===== src/rtl/module1_sched_pkg.sv =====
// Shared types and constants for the module1 round-robin scheduler.
package module1_sched_pkg;

  localparam int HIST_ENTRY_W = 8;

  typedef enum logic [1:0] {
    IDLE,
    ISSUE,
    RESP
  } state_e;

  typedef struct packed {
    logic [3:0] id;
    logic [3:0] data;
  } hist_entry_t;

endpackage


===== src/rtl/module1_rr_arb.sv =====
// Combinational round-robin arbiter: grants the first requester found searching upward from ptr+1.
module module1_rr_arb #(
  parameter  int NUM_REQ = 3,
  localparam int ID_W    = (NUM_REQ > 1) ? $clog2(NUM_REQ) : 1
) (
  input  logic [NUM_REQ-1:0] req,
  input  logic [ID_W-1:0]    ptr,
  input  logic               enable,
  output logic [NUM_REQ-1:0] grant,
  output logic [ID_W-1:0]    grant_idx
);

  always_comb begin
    logic            found;
    logic [ID_W-1:0] sel;
    grant     = '0;
    grant_idx = '0;
    found     = 1'b0;
    sel       = '0;
    // Offset 1 first so the previously granted requester has lowest priority.
    for (int k = 1; k <= NUM_REQ; k++) begin
      sel = ID_W'((int'(ptr) + k) % NUM_REQ);
      if (enable && !found && req[sel]) begin
        grant[sel] = 1'b1;
        grant_idx  = sel;
        found      = 1'b1;
      end
    end
  end

endmodule


===== src/rtl/module1_sched.sv =====
// Round-robin scheduler sharing one module1 datapath among NUM_REQ requesters.
// Define MODULE1_SCHED_HIST_EN to keep a ring of completed responses.
module module1_sched
  import module1_sched_pkg::*;
#(
  parameter  int NUM_REQ = 3,
  parameter  int P1      = 4,
  parameter  int P2      = 5,
  localparam int ID_W    = (NUM_REQ > 1) ? $clog2(NUM_REQ) : 1,
  localparam int DEPTH   = 2 * P1,
  localparam int HC_W    = $clog2(DEPTH + 1),
  localparam int RD_W    = $clog2(DEPTH)
) (
  input  logic                    clk,
  input  logic                    rst,
  input  logic [NUM_REQ-1:0]      req_valid,
  output logic [NUM_REQ-1:0]      req_ready,
  input  logic [NUM_REQ*P1-1:0]   req_in1,
  input  logic [NUM_REQ*P2-1:0]   req_in2,
  input  logic [NUM_REQ*4-1:0]    req_in3,
  output logic [P1-1:0]           dp_in1,
  output logic [P2-1:0]           dp_in2,
  output logic [3:0]              dp_in3,
  input  logic [P1-1:0]           dp_out1,
  input  logic [P1-1:0]           dp_out2,
  input  logic [P1-1:0]           dp_out3,
  output logic                    rsp_valid,
  input  logic                    rsp_ready,
  output logic [ID_W-1:0]         rsp_id,
  output logic [P1-1:0]           rsp_out1,
  output logic [P1-1:0]           rsp_out2,
  output logic [P1-1:0]           rsp_out3,
  input  logic [RD_W-1:0]         hist_rd_idx,
  output logic [HIST_ENTRY_W-1:0] hist_rd_data,
  output logic [HC_W-1:0]         hist_count
);

  state_e            state, state_nxt;
  logic [ID_W-1:0]   ptr;
  logic [NUM_REQ-1:0] grant;
  logic [ID_W-1:0]   grant_idx;
  logic              accept;
  logic              rsp_fire;
  logic [P1-1:0]     sel_in1;
  logic [P2-1:0]     sel_in2;
  logic [3:0]        sel_in3;
  logic [P1-1:0]     in1_p0;
  logic [P2-1:0]     in2_p0;
  logic [3:0]        in3_p0;
  logic [ID_W-1:0]   id_p0;

  module1_rr_arb #(.NUM_REQ(NUM_REQ)) u_arb (
    .req       (req_valid),
    .ptr       (ptr),
    .enable    (state == IDLE),
    .grant     (grant),
    .grant_idx (grant_idx)
  );

  assign req_ready = grant;
  assign accept    = (state == IDLE) && (|req_valid);
  assign rsp_valid = (state == RESP);
  assign rsp_fire  = rsp_valid && rsp_ready;

  // One-hot grant selects the winning operands without a variable part-select.
  always_comb begin
    sel_in1 = '0;
    sel_in2 = '0;
    sel_in3 = '0;
    for (int i = 0; i < NUM_REQ; i++) begin
      if (grant[i]) begin
        sel_in1 = sel_in1 | req_in1[i*P1 +: P1];
        sel_in2 = sel_in2 | req_in2[i*P2 +: P2];
        sel_in3 = sel_in3 | req_in3[i*4 +: 4];
      end
    end
  end

  always_ff @(posedge clk or posedge rst) begin
    if (rst) state <= IDLE;
    else     state <= state_nxt;
  end

  always_comb begin
    state_nxt = state;
    case (state)
      IDLE:    if (accept) state_nxt = ISSUE;
      ISSUE:   state_nxt = RESP;
      RESP:    if (rsp_ready) state_nxt = IDLE;
      default: state_nxt = IDLE;
    endcase
  end

  // Stage p0: operands latched on grant, held from ISSUE through RESP.
  always_ff @(posedge clk or posedge rst) begin
    if (rst) begin
      ptr    <= ID_W'(NUM_REQ - 1);
      in1_p0 <= '0;
      in2_p0 <= '0;
      in3_p0 <= '0;
      id_p0  <= '0;
    end else if (accept) begin
      ptr    <= grant_idx;
      in1_p0 <= sel_in1;
      in2_p0 <= sel_in2;
      in3_p0 <= sel_in3;
      id_p0  <= grant_idx;
    end
  end

  assign dp_in1 = (state == IDLE) ? '0 : in1_p0;
  assign dp_in2 = (state == IDLE) ? '0 : in2_p0;
  assign dp_in3 = (state == IDLE) ? '0 : in3_p0;

  // Stage p1: datapath results captured at the end of ISSUE.
  always_ff @(posedge clk or posedge rst) begin
    if (rst) begin
      rsp_id   <= '0;
      rsp_out1 <= '0;
      rsp_out2 <= '0;
      rsp_out3 <= '0;
    end else if (state == ISSUE) begin
      rsp_id   <= id_p0;
      rsp_out1 <= dp_out1;
      rsp_out2 <= dp_out2;
      rsp_out3 <= dp_out3;
    end
  end

`ifdef MODULE1_SCHED_HIST_EN
  hist_entry_t     hist_mem [DEPTH];
  hist_entry_t     new_entry;
  logic [RD_W-1:0] wr_ptr;
  logic [HC_W-1:0] count;

  assign new_entry.id   = 4'(rsp_id);
  assign new_entry.data = 4'(rsp_out1);

  always_ff @(posedge clk or posedge rst) begin
    if (rst) begin
      wr_ptr <= '0;
      count  <= '0;
      for (int i = 0; i < DEPTH; i++) hist_mem[i] <= '0;
    end else if (rsp_fire) begin
      hist_mem[wr_ptr] <= new_entry;
      wr_ptr <= (wr_ptr == RD_W'(DEPTH - 1)) ? '0 : wr_ptr + 1'b1;
      if (count != HC_W'(DEPTH)) count <= count + 1'b1;
    end
  end

  assign hist_rd_data = (int'(hist_rd_idx) < DEPTH) ? hist_mem[hist_rd_idx] : '0;
  assign hist_count   = count;
`else
  logic unused_hist;
  assign unused_hist  = (^hist_rd_idx) ^ rsp_fire;
  assign hist_rd_data = '0;
  assign hist_count   = '0;
`endif

endmodule


===== config.mk =====
export PLATFORM = sky130hd
export DESIGN_NAME = module1_sched
export DESIGN_NICKNAME = d
export VERILOG_FILES = /design/src/rtl/module1_sched_pkg.sv /design/src/rtl/module1_rr_arb.sv /design/src/rtl/module1_sched.sv
export SDC_FILE = /design/constraint.sdc
export NUM_CORES = 1
export LEC_CHECK = 0
export BUFFER_PORTS_ARGS = -buffer_cell sky130_fd_sc_hd__buf_2
export CAP_MARGIN = 20
export CORE_MARGIN = 4
export CORE_UTILIZATION = 49
export CTS_BUF_LIST = sky130_fd_sc_hd__clkbuf_4 sky130_fd_sc_hd__clkbuf_8 sky130_fd_sc_hd__clkbuf_16
export CTS_CLUSTER_SIZE = 28
export DETAILED_ROUTE_END_ITERATION = 10
export PLACE_DENSITY = 0.86
export SYNTH_ARGS = -nofsm -noshare
export SYNTH_HDL_FRONTEND = slang
export SYNTH_SLANG_ARGS = --single-unit

===== constraint.sdc =====
create_clock -name clk -period 5.5 [get_ports clk]
set_input_delay 1.1 -clock clk [delete_from_list [all_inputs] [get_ports clk]]
set_output_delay 1.1 -clock clk [all_outputs]
set_load 0.03 [all_outputs]

Yosys cells after proc, flatten, opt, wreduce, memory -nomap -nowiden. Index checks and enable logic that the tools add are counted.

Bitwise operators: 8. Equal/unequal tests: 4. Multiplexer cells: 35. $add $sub $neg: 3. Div/mod/pow operators: 3. Magnitude comparators: 6. Reduce and logical (&&, ||, !) cells: 14.

Operators by type and width (number): 32-bit by 3-bit remainder unit with 32-bit output, second input constant (3); 4-bit two-way mux (8); 5-bit two-way mux (4); 4-bit OR (4); 2-bit two-way mux (5); 5-bit OR (2); 1-bit logical AND (9); 2-bit by 3-bit less-than comparator with 1-bit output, second input constant (3); 3-bit two-way mux (3); 1-bit two-way mux (8); 2-bit by 2-bit adder with 3-bit output, second input constant (2); 1-bit binary-select mux with 2-bit select (3); 1-bit demux with 2-bit select (3); 2-bit by 1-bit >= comparator with 1-bit output, second input constant (3); 3-bit OR (2); 2-bit case mux with 3 select lines (1); 2-bit by 1-bit adder with 3-bit output, second input constant (1); 3-bit OR reduction (1); 2-bit by 1-bit equality test with 1-bit output, second input constant (1); 2-bit equality test, second input constant (1); 1-bit logical NOT (2); 2-bit logical NOT (1); 2-bit by 1-bit != test with 1-bit output, second input constant (1); 2-bit != test, second input constant (1); 2-bit AND reduction (1).

Register bits: 33. Output and inout bits: 43. Input bits: 60. Logic and storage cells: 83.

Longest topological paths before layout.
Word-level depth: 19. Depth in mapped cells: 10. Gate-level depth less buffers: 8.

Modules after synthesis. A second synthesis with hierarchy kept.

Cell total of the unflattened synthesis: 166. Area, all modules: 1854.3 µm².

Modules (own cells, without submodules): module1_sched (cells an instance 129, times used 1, seq. area each 802.0 µm², area each 1592.8 µm²); module1_rr_arb (cells an instance 37, times used 1, seq. area each 0.0 µm², area each 261.5 µm²).

Worst setup path after synthesis. OpenSTA, ideal clock, no wires.

Path type: input to output. Start: in req_valid[2]. End: out req_ready[1]. Required time: 4.400 ns. Buffers on the path: 2. Arrival: 2.477 ns. Cell stages on the path: 6. Setup slack: 1.923 ns. Cell sequence: buf_2 > mux2i_2 > o22ai_1 > or4b_4 > a21boi_4 > buf_12.

Longest elaborated chain between the ends: 12. Elaborated cells between the ends (all ways): 20. Classes of those cells: mux (11); bitwise (2); reduce/logical (7).

Ends and longest elaborated chain: start: declaration (line module1_sched.sv:16) `input logic [NUM_REQ-1:0] req_valid,`; 1-bit binary-select mux with 2-bit select (line module1_rr_arb.sv:23) `if (enable && !found && req[sel]) begin`; 1-bit two-way mux (not written as such) (line module1_rr_arb.sv:23); 1-bit logical AND (line module1_rr_arb.sv:23); 1-bit two-way mux (line module1_rr_arb.sv:23); 1-bit logical NOT (line module1_rr_arb.sv:23); 1-bit logical AND (2 in series) (line module1_rr_arb.sv:23); 1-bit two-way mux (line module1_rr_arb.sv:23); 1-bit logical NOT (line module1_rr_arb.sv:23); 1-bit logical AND (2 in series) (line module1_rr_arb.sv:23); 3-bit two-way mux * (line module1_rr_arb.sv:23); end: declaration (line module1_sched.sv:17) `output logic [NUM_REQ-1:0] req_ready,`.

Every way passes the cells marked *; elsewhere a longest branch is shown, timed or not. The select of a mux whose other input is x is not followed.

Worst setup path after layout.
Start: reg ptr[1]. End: out req_ready[1].

Longest elaborated chain between the ends: 14. Elaborated cells between the ends (all ways): 41. Classes of those cells: add/sub (3); div (3); order compare (6); mux (17); bitwise (2); reduce/logical (10).

Ends and longest elaborated chain: start: declaration (line module1_sched.sv:39) `logic [ID_W-1:0] ptr;`; start signal: assignment (line module1_sched.sv:97) `ptr <= ID_W'(NUM_REQ - 1);`; start signal: assignment (line module1_sched.sv:103) `ptr <= grant_idx;`; branches (longest 13 deep; another with 32-bit by 3-bit remainder unit with 32-bit output); 3-bit two-way mux * (line module1_rr_arb.sv:23).

Mark *: on every way between the ends. The select of a mux whose other input is x is not followed.

==> qor.yml <==
instances_no_fill: 324
power_uw: 1640
wire_per_inst_microns: 13.6
layout-area-overhead-vs-synth_pct: 25.8
worstSetupEndpoint: "req_ready[1]"
count_of_distinct_cell_types_in_the_synthesized_netlist: 41
floorplan.io_pins: 103
clock_insertion_delay_worst_skew_ns: 0.28
max_cap_viols: 0
drt_pass1_iterations: 4
ff_to_ff_start: "ptr[1]$_DFFE_PP1P_"
drt-total-wl_microns: 4410
timing.clock.skew_ns: 0.00367
cts_tree: "done"
dp_worst_setup_slack_ns: 1.46
antenna_violations_before_repair: 0
cts-buffers-inserted: 5
worst_r2r_endpoint: "in1_p0[1]$_DFFE_PP0P_"
port_buffers: 87
cts_buffer_depth: 2
synth-warning-count: 0
hpwlAfterDp_microns: 3340
cts.root.buffer_cell: "sky130_fd_sc_hd__clkbuf_8"
die_footprint_sq_um: 5070
postSynthCellCount: 191
final_hold_viol_count: 0
grt_start_max_net_pins: 33
leakage_uw: 0.00121
routabilityCongestion: 0.791
hp-class: "flip-flop to flip-flop"
drt-initial-drc-count: 71
worst-path-max-fanout: 15
grt.total_usage_pct: 17.9
placeableCoreArea_sq_um: 3770
postSynth.asyncResetShare_pct: 100
ir_drop_mv: 0.403
die_width_microns: 71.2
cts_hold_buffers: 0
drt-vias-per-instance: 5.13
critical_path_class: "flip-flop to output port"
synth_commonest_cells: "31 x sky130_fd_sc_hd__dfrtp_1, 21 x sky130_fd_sc_hd__nand2_1, 16 x sky130_fd_sc_hd__nor2b_1"
yosysTopAreaCell: "sky130_fd_sc_hd__dfrtp_1"
tritoncts_num_sinks: 32
max_stage_delay_ns: 0.56
final_core_util_pct: 65.3
setup.reg_to_reg.worst_slack_ns: 2.43
synth_top_area_share_pct: 39.6
finalWorstSetupSlack_ns: 1.23
drcViolationCount: 0
worst-slew-pin-transition_ns: 0.879
critical_path_required_ns: 4.40
via_count: 1663
initial_core_util_pct: 51.9
die_y_microns: 71.2
worst-r2r-cell-count: 8
powerDensity_nw_per_um2: 666
finalCritPeriodShare_pct: 77.7
result_of_the_run: "finished, final reports clean"
kind_of_start_point_of_the_critical_path: "flip-flop"
grt_overflow_total: 0
rsz0062_at_grt: "no"
synth_sequential_area_ratio_pct: 41.0
nNetsFinal: 339
max_clock_freq_mhz: 234
final-setup-viol-count: 0
dpl_cells: 316
syn_avg_cell_area_sq_um: 10.2
antenna-diode-count: 0
post-cts-setup-buffer-count: 0
synth_edf_count: 0
num-fill-cells: 317
data_arrival_time_of_the_critical_path_ns: 3.17
worstSetupPathDepth: 7
post_cts_resized: 0
timing.critical_path.to_type: "output port"
timing.max_slew.rel_slack_pct: 41.4
post-synth-top-count-cell: "sky130_fd_sc_hd__dfrtp_1"
critical-path-top-delay-family: "compound AO/OA/AOI/OAI gates"
crit_chain: "inv_1, ha_1, mux2i_2, o22ai_1, or4b_4, a21boi_4, buf_2"
maxSlewViolCount: 0
post_synth_design_cell_area_sq_um: 1960
post_synth_main_area_contributors: "sky130_fd_sc_hd__dfrtp_1 40%, sky130_fd_sc_hd__mux2_2 7.5%, sky130_fd_sc_hd__a221oi_2 6.1%, sky130_fd_sc_hd__nor2b_1 5.1%, sky130_fd_sc_hd__buf_4 4.6%"
layout-drive-gt1-share_pct: 48.9
floorplan.rows: 22
first_pass_grt_wire_length_microns: 7160
slowest_stage: "sky130_fd_sc_hd__dfstp_2"
final_period_minus_worst_setup_slack_ns: 4.27
cts.clk_slew.worst_paths_ns: 0.07
dominantRegCellSynth: "sky130_fd_sc_hd__dfrtp_1"
critPathLaunch: "ptr[1]$_DFFE_PP1P_"
h-tree-depth: 2
timing.critical_path.buf_inv: 2
yosys_register_bits: 32
antenna_left: 0
first_global_vias: 1621
fin_tns_setup_ns: 0
## logic make-up (layout without fill, tap and decap cells)
logic type | Yosys count | after routing | share of synthesized area [%]
adder cells (fa/ha/maj) | 4 | 4 | 2.56
other | 1 | 12 | 0.192
buffers and inverters | 30 | 104 | 9.59
flip-flops | 32 | 32 | 41.0
multiplexers | 16 | 16 | 9.21
AND/OR/NAND/NOR | 62 | 62 | 15.8
AO/OA/AOI/OAI | 46 | 46 | 21.7
## through the flow
step	hold slack, ns	cell area (sq um)
4_1_cts	0.483	2460
5_1_grt	0.513	2460
3_5_place_dp	0.467	2350
6_report	0.479	2460
3_3_place_gp	0.464	2350
2_1_floorplan	0.445	2000
## layer usage
layer	routed length, microns	share of wire (%)	vias to the layer above	track usage (%)
met5	0	0	-	0
met4	78	1.8	0	7.31
met3	483	11	7	4.97
met2	2090	47	90	29.6
met1	1760	40	750	21.9
li1	-	-	816	-
## report_power, final
group / internal [uW] / switching [uW]
clock network: 134 / 86.9
registers: 357 / 55.5
logic: 360 / 646
## worst min-delay path by stage
stage,startpoint,to,slack (ns),cells past startpoint
6_report,id_p0[1]$_DFFE_PP0P_,id_p0[1]$_DFFE_PP0P_,0.48,1
5_1_grt,rsp_out1[0]$_DFFE_PP0N_,rsp_out1[0]$_DFFE_PP0N_,0.51,1
4_1_cts,id_p0[1]$_DFFE_PP0P_,id_p0[1]$_DFFE_PP0P_,0.48,1
3_5_place_dp,id_p0[1]$_DFFE_PP0P_,id_p0[1]$_DFFE_PP0P_,0.47,1
3_3_place_gp,id_p0[1]$_DFFE_PP0P_,id_p0[1]$_DFFE_PP0P_,0.46,1
2_1_floorplan,id_p0[1]$_DFFE_PP0P_,id_p0[1]$_DFFE_PP0P_,0.45,1
## placed cells by master (no fill, tap or decap), types with 5 or more instances in the layout
master                     count
sky130_fd_sc_hd__a21oi_2       8
sky130_fd_sc_hd__a21oi_1       6
sky130_fd_sc_hd__a221oi_2      8
sky130_fd_sc_hd__a221oi_1      5
sky130_fd_sc_hd__nor2b_1      16
sky130_fd_sc_hd__mux2_2       13
sky130_fd_sc_hd__buf_2        87
sky130_fd_sc_hd__dfrtp_1      31
sky130_fd_sc_hd__nand2_1      21
sky130_fd_sc_hd__conb_1       12
sky130_fd_sc_hd__clkbuf_8      5
sky130_fd_sc_hd__nor2_1       13
## state kept, by name, indices dropped and copies added (netlist names)
signal,count
id_p0,1
in1_p0,4
state,2
ptr,2
rsp_out1,4
rsp_out2,4
rsp_out3,4
in3_p0,4
rsp_id,2
in2_p0,5
## worst register-to-register path: cells and delay by family (launching register included)
kind / cells / cell delay [ns]
AOI/OAI and AO/OA: 4 / 1.04
DFF: 1 / 0.56
and+or+nand+nor: 1 / 0.55
adders and majority gates: 1 / 0.51
muxes: 1 / 0.29
buffers and inverters: 1 / 0.06
## area by class of cell
type	count	area, sq um	area share [%]
Clock buffer	5	68.8	2.79
Tap cell	48	60.1	2.44
Sequential cell	32	802	32.6
Multi-Input combinational cell	140	1010	41.0
Clock inverter	3	42.5	1.73
Timing Repair Buffer	90	458	18.6
Inverter	6	22.5	0.915
No activity file was read; power rests on OpenSTA's default activity.
